**src/rtl/adder_reduce_ctrl_if.sv**
```systemverilog
// adder_reduce_ctrl_if
// Groups the operand stream, the adder-facing pass-through, the total stream
// and the error flag of adder_reduce_ctrl into one bundle.
//   in_valid/in_ready/in_data    : operand beat stream (lane k at [k*bits +: bits])
//   add_valid/add_i              : drive the external adder's valid and inputs
//   add_o/add_valid_out          : adder result and its valid
//   out_valid/out_ready/out_sum  : one total per job
//   err                          : sticky protocol error
// The slave modport is the controller's view; the master modport is the
// environment (producer, adder and consumer) view.
interface adder_reduce_ctrl_if #(
    parameter int bits  = 8,
    parameter int lanes = 4
);
    logic                    in_valid;
    logic                    in_ready;
    logic [lanes*bits-1:0]   in_data;
    logic                    add_valid;
    logic [lanes*bits-1:0]   add_i;
    logic [bits-1:0]         add_o;
    logic                    add_valid_out;
    logic                    out_valid;
    logic                    out_ready;
    logic [bits-1:0]         out_sum;
    logic                    err;

    modport slave (
        input  in_valid, in_data, add_o, add_valid_out, out_ready,
        output in_ready, add_valid, add_i, out_valid, out_sum, err
    );

    modport master (
        output in_valid, in_data, add_o, add_valid_out, out_ready,
        input  in_ready, add_valid, add_i, out_valid, out_sum, err
    );
endinterface

```
**src/rtl/adder_reduce_ctrl.sv**
```systemverilog
// adder_reduce_ctrl
// Reduces a job of `num` operands, delivered as `num/lanes` beats, through a
// shared `lanes`-input pipelined adder. Beats pass straight through to the
// adder; its partial sums are accumulated (mod 2^bits) and the total is
// presented once per job.
// Ports:
//   clk   : rising-edge clock
//   rst_n : asynchronous active-low reset (also resets the attached adder)
//   bus   : adder_reduce_ctrl_if.slave, see the interface for signal roles
module adder_reduce_ctrl #(
    parameter int bits  = 8,
    parameter int num   = 32,
    parameter int lanes = 4
) (
    input  logic                 clk,
    input  logic                 rst_n,
    adder_reduce_ctrl_if.slave   bus
);
    localparam int beats = num / lanes;
    localparam int cw    = $clog2(beats + 1);

    localparam logic [cw-1:0] beats_c = cw'(beats);
    localparam logic [cw-1:0] one_c   = cw'(1);
    localparam logic [cw-1:0] zero_c  = cw'(0);

    typedef enum logic [1:0] {
        IDLE  = 2'd0,
        FEED  = 2'd1,
        DRAIN = 2'd2,
        DONE  = 2'd3
    } state_t;

    state_t          state_q, state_d;
    logic [cw-1:0]   beat_cnt_q, beat_cnt_d;
    logic [cw-1:0]   pend_q, pend_d;
    logic [bits-1:0] acc_q, acc_d;
    logic            err_q, err_d;

    logic            in_ready_s;
    logic            accept_s;
    logic            result_s;
    logic            spurious_s;

    // in_ready is masked by rst_n so no beat can be taken while reset is held.
    assign in_ready_s = rst_n & ((state_q == IDLE) | (state_q == FEED));
    assign accept_s   = bus.in_valid & in_ready_s;
    // A result only counts when one is actually outstanding; otherwise it
    // is a protocol error and its data is dropped.
    assign result_s   = bus.add_valid_out & (pend_q != zero_c);
    assign spurious_s = bus.add_valid_out & (pend_q == zero_c);

    assign bus.in_ready  = in_ready_s;
    assign bus.add_valid = accept_s;
    assign bus.add_i     = bus.in_data;
    assign bus.out_valid = (state_q == DONE);
    assign bus.out_sum   = acc_q;
    assign bus.err       = err_q;

    // Next-state, counter, accumulator and error logic.
    always_comb begin
        state_d    = state_q;
        beat_cnt_d = beat_cnt_q;
        pend_d     = pend_q;
        acc_d      = acc_q;
        err_d      = err_q | spurious_s;

        if (accept_s) begin
            beat_cnt_d = beat_cnt_q + one_c;
        end else begin
            beat_cnt_d = beat_cnt_q;
        end

        case ({accept_s, result_s})
            2'b10:   pend_d = pend_q + one_c;
            2'b01:   pend_d = pend_q - one_c;
            default: pend_d = pend_q;
        endcase

        if (result_s) begin
            acc_d = acc_q + bus.add_o;
        end else begin
            acc_d = acc_q;
        end

        case (state_q)
            IDLE: begin
                if (accept_s) begin
                    state_d = (beats_c == one_c) ? DRAIN : FEED;
                end else begin
                    state_d = IDLE;
                end
            end
            FEED: begin
                // Compare against the pre-increment count: this beat is the last.
                if (accept_s && (beat_cnt_q == (beats_c - one_c))) begin
                    state_d = DRAIN;
                end else begin
                    state_d = FEED;
                end
            end
            DRAIN: begin
                if (((pend_q == one_c) && bus.add_valid_out) || (pend_q == zero_c)) begin
                    state_d = DONE;
                end else begin
                    state_d = DRAIN;
                end
            end
            DONE: begin
                if (bus.out_ready) begin
                    state_d    = IDLE;
                    acc_d      = '0;
                    beat_cnt_d = '0;
                    pend_d     = '0;
                end else begin
                    state_d = DONE;
                end
            end
            default: begin
                state_d    = IDLE;
                acc_d      = '0;
                beat_cnt_d = '0;
                pend_d     = '0;
            end
        endcase
    end

    // State and datapath registers.
    always_ff @(posedge clk or negedge rst_n) begin
        if (!rst_n) begin
            state_q    <= IDLE;
            beat_cnt_q <= '0;
            pend_q     <= '0;
            acc_q      <= '0;
            err_q      <= 1'b0;
        end else begin
            state_q    <= state_d;
            beat_cnt_q <= beat_cnt_d;
            pend_q     <= pend_d;
            acc_q      <= acc_d;
            err_q      <= err_d;
        end
    end
endmodule

```
**src/flat_wrapper.sv**
```systemverilog
// flat-port wrapper written by rule: the top's interface ports become plain ports
module adder_reduce_ctrl_flat 
#(
    parameter int bits  = 8,
    parameter int num   = 32,
    parameter int lanes = 4
)
  (clk, rst_n, bus_in_valid, bus_in_data, bus_add_o, bus_add_valid_out, bus_out_ready, bus_in_ready, bus_add_valid, bus_add_i, bus_out_valid, bus_out_sum, bus_err);
  adder_reduce_ctrl_if #(.bits(bits), .lanes(lanes)) bus_i ();
  input  logic clk;
  input  logic rst_n;
  input wire logic [$bits(bus_i.in_valid)-1:0] bus_in_valid;
  input wire logic [$bits(bus_i.in_data)-1:0] bus_in_data;
  input wire logic [$bits(bus_i.add_o)-1:0] bus_add_o;
  input wire logic [$bits(bus_i.add_valid_out)-1:0] bus_add_valid_out;
  input wire logic [$bits(bus_i.out_ready)-1:0] bus_out_ready;
  output wire logic [$bits(bus_i.in_ready)-1:0] bus_in_ready;
  output wire logic [$bits(bus_i.add_valid)-1:0] bus_add_valid;
  output wire logic [$bits(bus_i.add_i)-1:0] bus_add_i;
  output wire logic [$bits(bus_i.out_valid)-1:0] bus_out_valid;
  output wire logic [$bits(bus_i.out_sum)-1:0] bus_out_sum;
  output wire logic [$bits(bus_i.err)-1:0] bus_err;
  assign bus_i.in_valid = bus_in_valid;
  assign bus_i.in_data = bus_in_data;
  assign bus_i.add_o = bus_add_o;
  assign bus_i.add_valid_out = bus_add_valid_out;
  assign bus_i.out_ready = bus_out_ready;
  assign bus_in_ready = bus_i.in_ready;
  assign bus_add_valid = bus_i.add_valid;
  assign bus_add_i = bus_i.add_i;
  assign bus_out_valid = bus_i.out_valid;
  assign bus_out_sum = bus_i.out_sum;
  assign bus_err = bus_i.err;
  adder_reduce_ctrl #(.bits(bits), .num(num), .lanes(lanes)) u_core (.clk(clk), .rst_n(rst_n), .bus(bus_i));
endmodule
```
**config.mk**
```make
export PLATFORM = sky130hd
export DESIGN_NAME = adder_reduce_ctrl_flat
export DESIGN_NICKNAME = d
export VERILOG_FILES = /design/src/rtl/adder_reduce_ctrl_if.sv /design/src/rtl/adder_reduce_ctrl.sv /design/src/flat_wrapper.sv
export SDC_FILE = /design/constraint.sdc
export NUM_CORES = 1
export LEC_CHECK = 0
export CORE_ASPECT_RATIO = 0.75
export CORE_MARGIN = 3
export CORE_UTILIZATION = 42
export DETAILED_ROUTE_END_ITERATION = 10
export PLACE_DENSITY = 0.91
export SLEW_MARGIN = 20
export SYNTH_ARGS = -nofsm -noshare
export SYNTH_HDL_FRONTEND = slang
export SYNTH_SLANG_ARGS = --single-unit
```
**constraint.sdc**
```tcl
create_clock -name clk -period 4 [get_ports clk]
set_input_delay 1 -clock clk [delete_from_list [all_inputs] [get_ports clk]]
set_output_delay 1 -clock clk [all_outputs]
set_load 0.01 [all_outputs]
```
==> summary.txt, run 1 <==
Outcome
  – Outcome: completed

Timing
  – Hold Vio Cnt, Final: 0
  – Total Neg Setup Slack: 0 ps
  – Max-slew headroom: 75.9%
  – RSZ-0062 raised after global routing: no
  – Final min period: 3420 ps
  – Final worst clock skew: 4.56 ps
  – Fin crit share: 85.4%
  – Slew @ Worst Pin: 361 ps
  – Max Clk Rate: 293 MHz
  – # setup viols final: 0
  – Final Slew Violations: 0

Synthesis
  – Syn avg cell area: 8.64 um2
  – Post-Syn Area: 1590 um2
  – Top post-synthesis cells by area: dfrtp_1, buf_4, ha_1
  – Async SR Flop Fraction: 100%
  – Commonest cells in the netlist: buf_4, dfrtp_1, nand2_1, ha_1, nor2_1
  – Unique masters post-synth: 44
  – Most numerous cell in the Yosys netlist: buf_4
  – Synthesized flop and latch total: 19
  – Register area share after synthesis: 29.9%
  – Top-area cell type share of the netlist area: 29.9%
  – Largest area contributor in the netlist: dfrtp_1
  – Net count after synthesis: 243
  – Syn. warnings: 0
  – Most used DFF post-synth: dfrtp_1
  – Post-synth EDFFs: 0
  – Syn Inst Count: 184

Placed design
  – I/O Buffers: 24
  – Detail Placement HPWL: 2430 um
  – Dpl cell area: 1660 um2
  – Placer congestion estimate: 0.863
  – # placed instances: 225

Finish
  – Fraction of layout cells with a size suffix above 1: 6.70%
  – Layout Area Growth over Synthesis: 7.55%
  – Layout Nets: 239
  – FF+latch area: 475 um2
  – Multi-input logic area: 827 um2
  – Diode count: 0
  – Fin area: 1710 um2
  – Non-Filler Instances: 229
  – Layout filler cell count: 322

Route
  – Remaining antenna violation count after routing: 0
  – Vias/cell: 5.55
  – Routed WL per cell: 13.9 um
  – Pre-Repair DR Iteration Count: 5
  – DR vias: 1,271
  – DRC Markers: 0
  – Iter 0 DRT Violations: 90
  – Final WL: 3190 um

Clocking
  – CTS sink count: 19
  – Htree depth: 1
  – Root buffer cell: clkbuf_8
  – PostCTS Resize Cnt: 0
  – Clk pin slew, worst setup/hold paths: 70 ps
  – TritonCTS Buffers: 3
  – Clock Latency Late Sink: 260 ps
  – Post-CTS Setup Bufs: 0
  – CTS tree: done
  – Max clock buf depth: 2
  – Hold buffer count at cts: 0

Worst hold path
  – Worst hold stages: 1
  – Min-delay worst type: reg -> reg
  – Hold path start: u_core.bus.err
  – Worst Hold End: u_core.bus.err

Critical path
  – Crit-path cells: clkdlybuf4s50_1, buf_4, nor2b_1, clkdlybuf4s50_1
  – Reg2reg setup slack: 1720 ps
  – Reg2Reg Depth: 8
  – Critical R2R Capture: u_core.pend_q[2]
  – Crit path max fanout: 8
  – Crit. End Element: output port
  – Crit-path most repeated cell: clkdlybuf4s50_1
  – Reg-to-reg startpoint: u_core.pend_q[0]
  – Setup CP Type: in -> out
  – Slowest stage cell on the critical path: clkdlybuf4s50_1
  – Crit-path leading delay family: buffers and inverters
  – Arrival time worst endpoint: 2420 ps
  – Worst Path Required: 3000 ps
  – Critical path startpoint category: input port
  – Crit path buffers/inverters: 3
  – Max incr delay on CP: 550 ps

GRT
  – All-Layer GR Usage: 14.4%
  – First-pass GRT wire length: 5300 um
  – Largest net degree at the start of global routing: 17
  – Number of global-route vias before repair: 1,121
  – Remaining Overflow, GRT: 0
  – Initial antenna violation count: 0

Pwr
  – Overall power consumption: 0.00119 W
  – VDD IR max: 255 uV
  – Power per standard cell area: 694 nW/um2
  – Static Leak: 0.726 nW

Floorplan
  – Top Ports: 89
  – Core footprint: 3450 um2
  – Initial Util: 46.2%
  – # rows: 18
  – Die area: 4570 um2
  – Die Span Y: 59.3 um
  – Die X-Extent: 77.1 um

Job
  – Max_cap viols: 0
[how the worst max path moves through the flow]
stage,from,end,slack [ps],depth (start not counted)
after floorplan,bus_add_o[0],u_core.bus.out_sum[6],1410,7
after global placement,rst_n,bus_in_ready,560,4
after detailed placement,rst_n,bus_in_ready,560,4
after CTS,rst_n,bus_in_ready,560,4
after global routing,rst_n,bus_in_ready,520,4
final,rst_n,bus_in_ready,580,4
[layout by cell type, fill, tap and decap left out, drive strengths merged, types with 3 or more instances in the layout]
cell type / netlist / routed
nand3: 3 / 3
clkbuf: 5 / 3
xnor2: 3 / 3
nor4b: 3 / 3
a211oi: 7 / 7
nor2: 14 / 14
or3: 4 / 4
nand2: 17 / 17
a21oi: 10 / 10
buf: 32 / 4
dfrtp: 19 / 19
o21ai: 7 / 7
nor2b: 3 / 3
clkdlybuf4s50: 0 / 24
ha: 13 / 13
nor3: 5 / 5
inv: 7 / 7
[through the flow]
stage | utilization, % | hold slack [ps] | setup WS, ps
final | 49.6 | 483 | 583
after global routing | 49.6 | 492 | 515
after CTS | 49.6 | 480 | 558
after detailed placement | 48.3 | 466 | 563
after global placement | 48.3 | 463 | 559
after floorplan | - | 506 | 1410
[flip-flops by register name, indices dropped and copies added, names as in the netlist]
signal and cells:
u_core.state_q 2, u_core.beat_cnt_q 4, u_core.pend_q 4, u_core.bus.out_sum 8
u_core.bus.err 1
[worst reg2reg max path: cells and delay by family, from the launching register on]
family / cells / cell delay, ps
AO/OA/AOI/OAI: 2 / 570
adder cells (fa/ha/maj): 2 / 690
flip-flops: 1 / 450
buffers and inverters: 2 / 210
AND/OR/NAND/NOR: 2 / 260
[where the power goes]
| part | internal, W | leakage, nW | switching [W] |
|---|---|---|---|
| logic | 0.000325 | 0.472 | 0.000350 |
| registers | 0.000280 | 0.228 | 0.0000983 |
| clock network | 0.0000693 | 0.0255 | 0.0000642 |
| total | 0.000674 | 0.726 | 0.000512 |
[layer usage]
metal / track usage [%] / routed length, um / vias to the layer above
li1: - / - / 615
met4: 5.33 / 43 / 0
met1: 20.9 / 1520 / 603
met3: 3.19 / 230 / 9
met2: 21.0 / 1400 / 44
met5: 0 / 0 / -
[cell families (layout without fill, tap and decap cells)]
family / Yosys count / count (layout) / synth area share [%]
flip-flops: 19 / 19 / 29.9
buffers and inverters: 44 / 39 / 18.1
multiplexers: 2 / 2 / 1.26
AO/OA/AOI/OAI: 40 / 40 / 17.4
AND/OR/NAND/NOR: 60 / 60 / 19.1
adder cells (fa/ha/maj): 14 / 14 / 11.5
XOR/XNOR: 5 / 5 / 2.75
[layout make-up]
class | instances | share of cell area [%]
multi-input cells | 121 | 48.4
flip-flops and latches | 19 | 27.8
repair buffers | 28 | 15.8
well taps | 50 | 3.66
clock buffers | 3 | 2.41
inverters | 7 | 1.68
clock inverters | 1 | 0.293
Note: power is estimated with default switching activity, not from simulation.
==> run 2, diff against run 1 <==
--- a/config.mk
+++ b/config.mk
@@ -8,9 +8,10 @@
 export CORE_ASPECT_RATIO = 0.75
 export CORE_MARGIN = 3
 export CORE_UTILIZATION = 42
+export CTS_CLUSTER_SIZE = 12
 export DETAILED_ROUTE_END_ITERATION = 10
 export PLACE_DENSITY = 0.91
-export SLEW_MARGIN = 20
+export SLEW_MARGIN = 5
 export SYNTH_ARGS = -nofsm -noshare
 export SYNTH_HDL_FRONTEND = slang
 export SYNTH_SLANG_ARGS = --single-unit
==> results of run 2 <==
The final DEF is identical to that of run 1; final timing and power are the same.
==> run 3, diff against run 2 <==
--- a/config.mk
+++ b/config.mk
@@ -10,6 +10,7 @@
 export CORE_UTILIZATION = 42
 export CTS_CLUSTER_SIZE = 12
 export DETAILED_ROUTE_END_ITERATION = 10
+export GPL_TIMING_DRIVEN = 0
 export PLACE_DENSITY = 0.91
 export SLEW_MARGIN = 5
 export SYNTH_ARGS = -nofsm -noshare
==> run 3 against run 2 <==
Effect of this change:
- sequential share of layout area decreased by 6.8 points
- first-iteration DRC count decreased by 63%
- flip-flop and latch count unchanged
- critical path depth unchanged
- via count increased by 17%
- sequential power decreased by 2%
- highest routed layer unchanged
==> summary.txt, run 3 (synthesis gave the netlist of run 1 again) <==
GRT
  – Initial antenna violation count: 0 (unchanged)
  – Largest net degree at the start of global routing: 22 (+5)
  – First-pass GRT wire length: 6140 um (+16%)
  – All-Layer GR Usage: 16.7% (+2.4 points)
  – Remaining Overflow, GRT: 0 (unchanged)
  – Number of global-route vias before repair: 1,396 (+25%)

Timing
  – Slew @ Worst Pin: 542 ps (+181 ps)
  – Fin crit share: 92.8% (+7.3 points)
  – Final worst clock skew: 3.72 ps (-0.844 ps)
  – Hold Vio Cnt, Final: 0 (unchanged)
  – # setup viols final: 0 (unchanged)
  – Max-slew headroom: 63.9% (-12 points)
  – Final Slew Violations: 0 (unchanged)
  – Max Clk Rate: 270 MHz (-7.9%)
  – PnR worst setup slack: 290 ps (-293 ps)
  – RSZ-0062 raised after global routing: no
  – Final min period: 3710 ps (+293 ps)

Critical path
  – Max incr delay on CP: 630 ps (+80 ps)
  – Slowest stage cell on the critical path: clkdlybuf4s50_1
  – Crit path max fanout: 21 (+13)
  – Critical R2R Capture: u_core.pend_q[2]
  – Crit. End Element: output port
  – Crit-path leading delay family: buffers and inverters
  – Reg2reg setup slack: 1400 ps (-320 ps)
  – Critical path startpoint category: input port
  – Reg2Reg Depth: 10 (+2)
  – Reg-to-reg startpoint: u_core.pend_q[0]
  – Worst Path Required: 3000 ps (about the same)
  – Arrival time worst endpoint: 2710 ps (+290 ps)
  – Crit path buffers/inverters: 2 (-1)
  – Setup CP Type: in -> out
  – Crit-path cells: clkdlybuf4s15_2, nand2_1, nor2_1, clkdlybuf4s50_1

Finish
  – Layout Area Growth over Synthesis: 42.3%
  – Fin area: 2260 um2 (+32%)
  – Non-Filler Instances: 294 (+28%)
  – Most frequent cells in the layout: clkdlybuf4s50_1, buf_4, dfrtp_1, nand2_1
  – Max reg flops: 8 (unchanged)
  – Diode count: 0 (unchanged)
  – Final core utilization: 65.7% (+16 points)
  – Layout Nets: 304 (+27%)
  – Most common cell after layout, fill and taps aside: clkdlybuf4s50_1
  – Fraction of layout cells with a size suffix above 1: 16.8% (+10 points)

Route
  – Routed WL per cell: 13.1 um (-5.7%)
  – Iter 0 DRT Violations: 33 (-63%)
  – DR vias: 1,484 (+17%)
  – Remaining antenna violation count after routing: 0 (unchanged)
  – DRC Markers: 0 (unchanged)
  – Vias/cell: 5.05 (-9.1%)
  – Final WL: 3860 um (+21%)
  – Pre-Repair DR Iteration Count: 4 (-1)

Placed design
  – # placed instances: 290 (+29%)
  – Placer congestion estimate: 0.873 (+1.1%)
  – Detail Placement HPWL: 3150 um (+30%)
  – Dpl ws: -340 ps (-904 ps)
  – Dpl cell area: 2210 um2 (+33%)
  – I/O Buffers: 56 (+130%)

Clocking
  – Max clock buf depth: 2 (unchanged)
  – Clock Latency Late Sink: 260 ps (about the same)
  – CTS sink count: 19 (unchanged)
  – Clk pin slew, worst setup/hold paths: 70 ps (about the same)
  – Htree depth: 1 (unchanged)
  – CTS tree: done
  – Hold buffer count at cts: 0 (unchanged)
  – TritonCTS Buffers: 3 (unchanged)
  – Root buffer cell: clkbuf_8

Worst hold path
  – Min-delay worst type: reg -> reg
  – Worst hold stages: 1 (unchanged)
  – Worst Hold End: u_core.bus.err
  – Hold path start: u_core.bus.err

Pwr
  – VDD IR max: 275 uV (+7.7%)
  – Static Leak: 0.988 nW (+36%)
  – Power per standard cell area: 548 nW/um2 (-21%)
  – Overall power consumption: 0.00124 W (+4.6%)

Floorplan
  – Core footprint: 3450 um2 (unchanged)
  – Top Ports: 89 (unchanged)
  – Die Span Y: 59.3 um (unchanged)
  – # rows: 18 (unchanged)
  – Die area: 4570 um2 (unchanged)
  – Initial Util: 46.2% (unchanged)
  – Die X-Extent: 77.1 um (unchanged)

Job
  – Max_cap viols: 0 (unchanged)

Outcome
  – Outcome: completed
run 3: changes by cell type in the layout (fill, tap and decap cells not counted), sizes merged:
cell / change
clkinv: -1
clkdlybuf4s50: +31
clkbuf: +5
clkdlybuf4s15: +1
clkinvlp: +1
buf: +28
run 3: how the worst max path moves through the flow:
stage	startpoint	end	slack, ps	cells past startpoint
2_1_floorplan	bus_add_o[0]	u_core.bus.out_sum[6]	1410	7
3_3_place_gp	rst_n	bus_add_valid	-320	4
3_5_place_dp	rst_n	bus_add_valid	-340	4
4_1_cts	rst_n	bus_add_valid	260	4
5_1_grt	rst_n	bus_add_valid	120	4
6_report	rst_n	bus_add_valid	290	4
run 3: metal layers:
layer  part of all wire, %  wire [um]  global-route usage (%)  up-vias
li1                      -          -                       -      742
met3                   5.5        212                    4.86        4
met5                     0          0                       0        -
met4                  0.65         25                    3.05        0
met2                    52       2010                    30.6       43
met1                    42       1610                    20.1      695
run 3: per-stage QoR:
step | hold slack, ps | setup TNS [ps]
2_1_floorplan | 506 | 0
3_3_place_gp | 462 | -323
4_1_cts | 490 | 0
3_5_place_dp | 468 | -340
6_report | 480 | 0
5_1_grt | 499 | 0
run 3: final cells by class:
cell class,count,area (um2)
timing repair buffer,56,562
clock inverter,1,7.51
tap,50,62.6
buffer,37,259
multi-input combinational,121,827
inverter,7,28.8
clock buffer,3,41.3
fill,296,1180
sequential,19,475
run 3: what timing repair did:
| action | CTS | global route |
|---|---|---|
| endpoints found under the setup margin | 1 | 0 |
| setup buffers | 0 | 0 |
| gates resized for setup | 3 | 0 |
run 3: where the power goes:
part | leakage [nW] | internal [W] | switching (W)
clock | 0.0217 | 0.0000704 | 0.0000691
sequential | 0.228 | 0.000279 | 0.0000908
combinational | 0.738 | 0.000370 | 0.000362
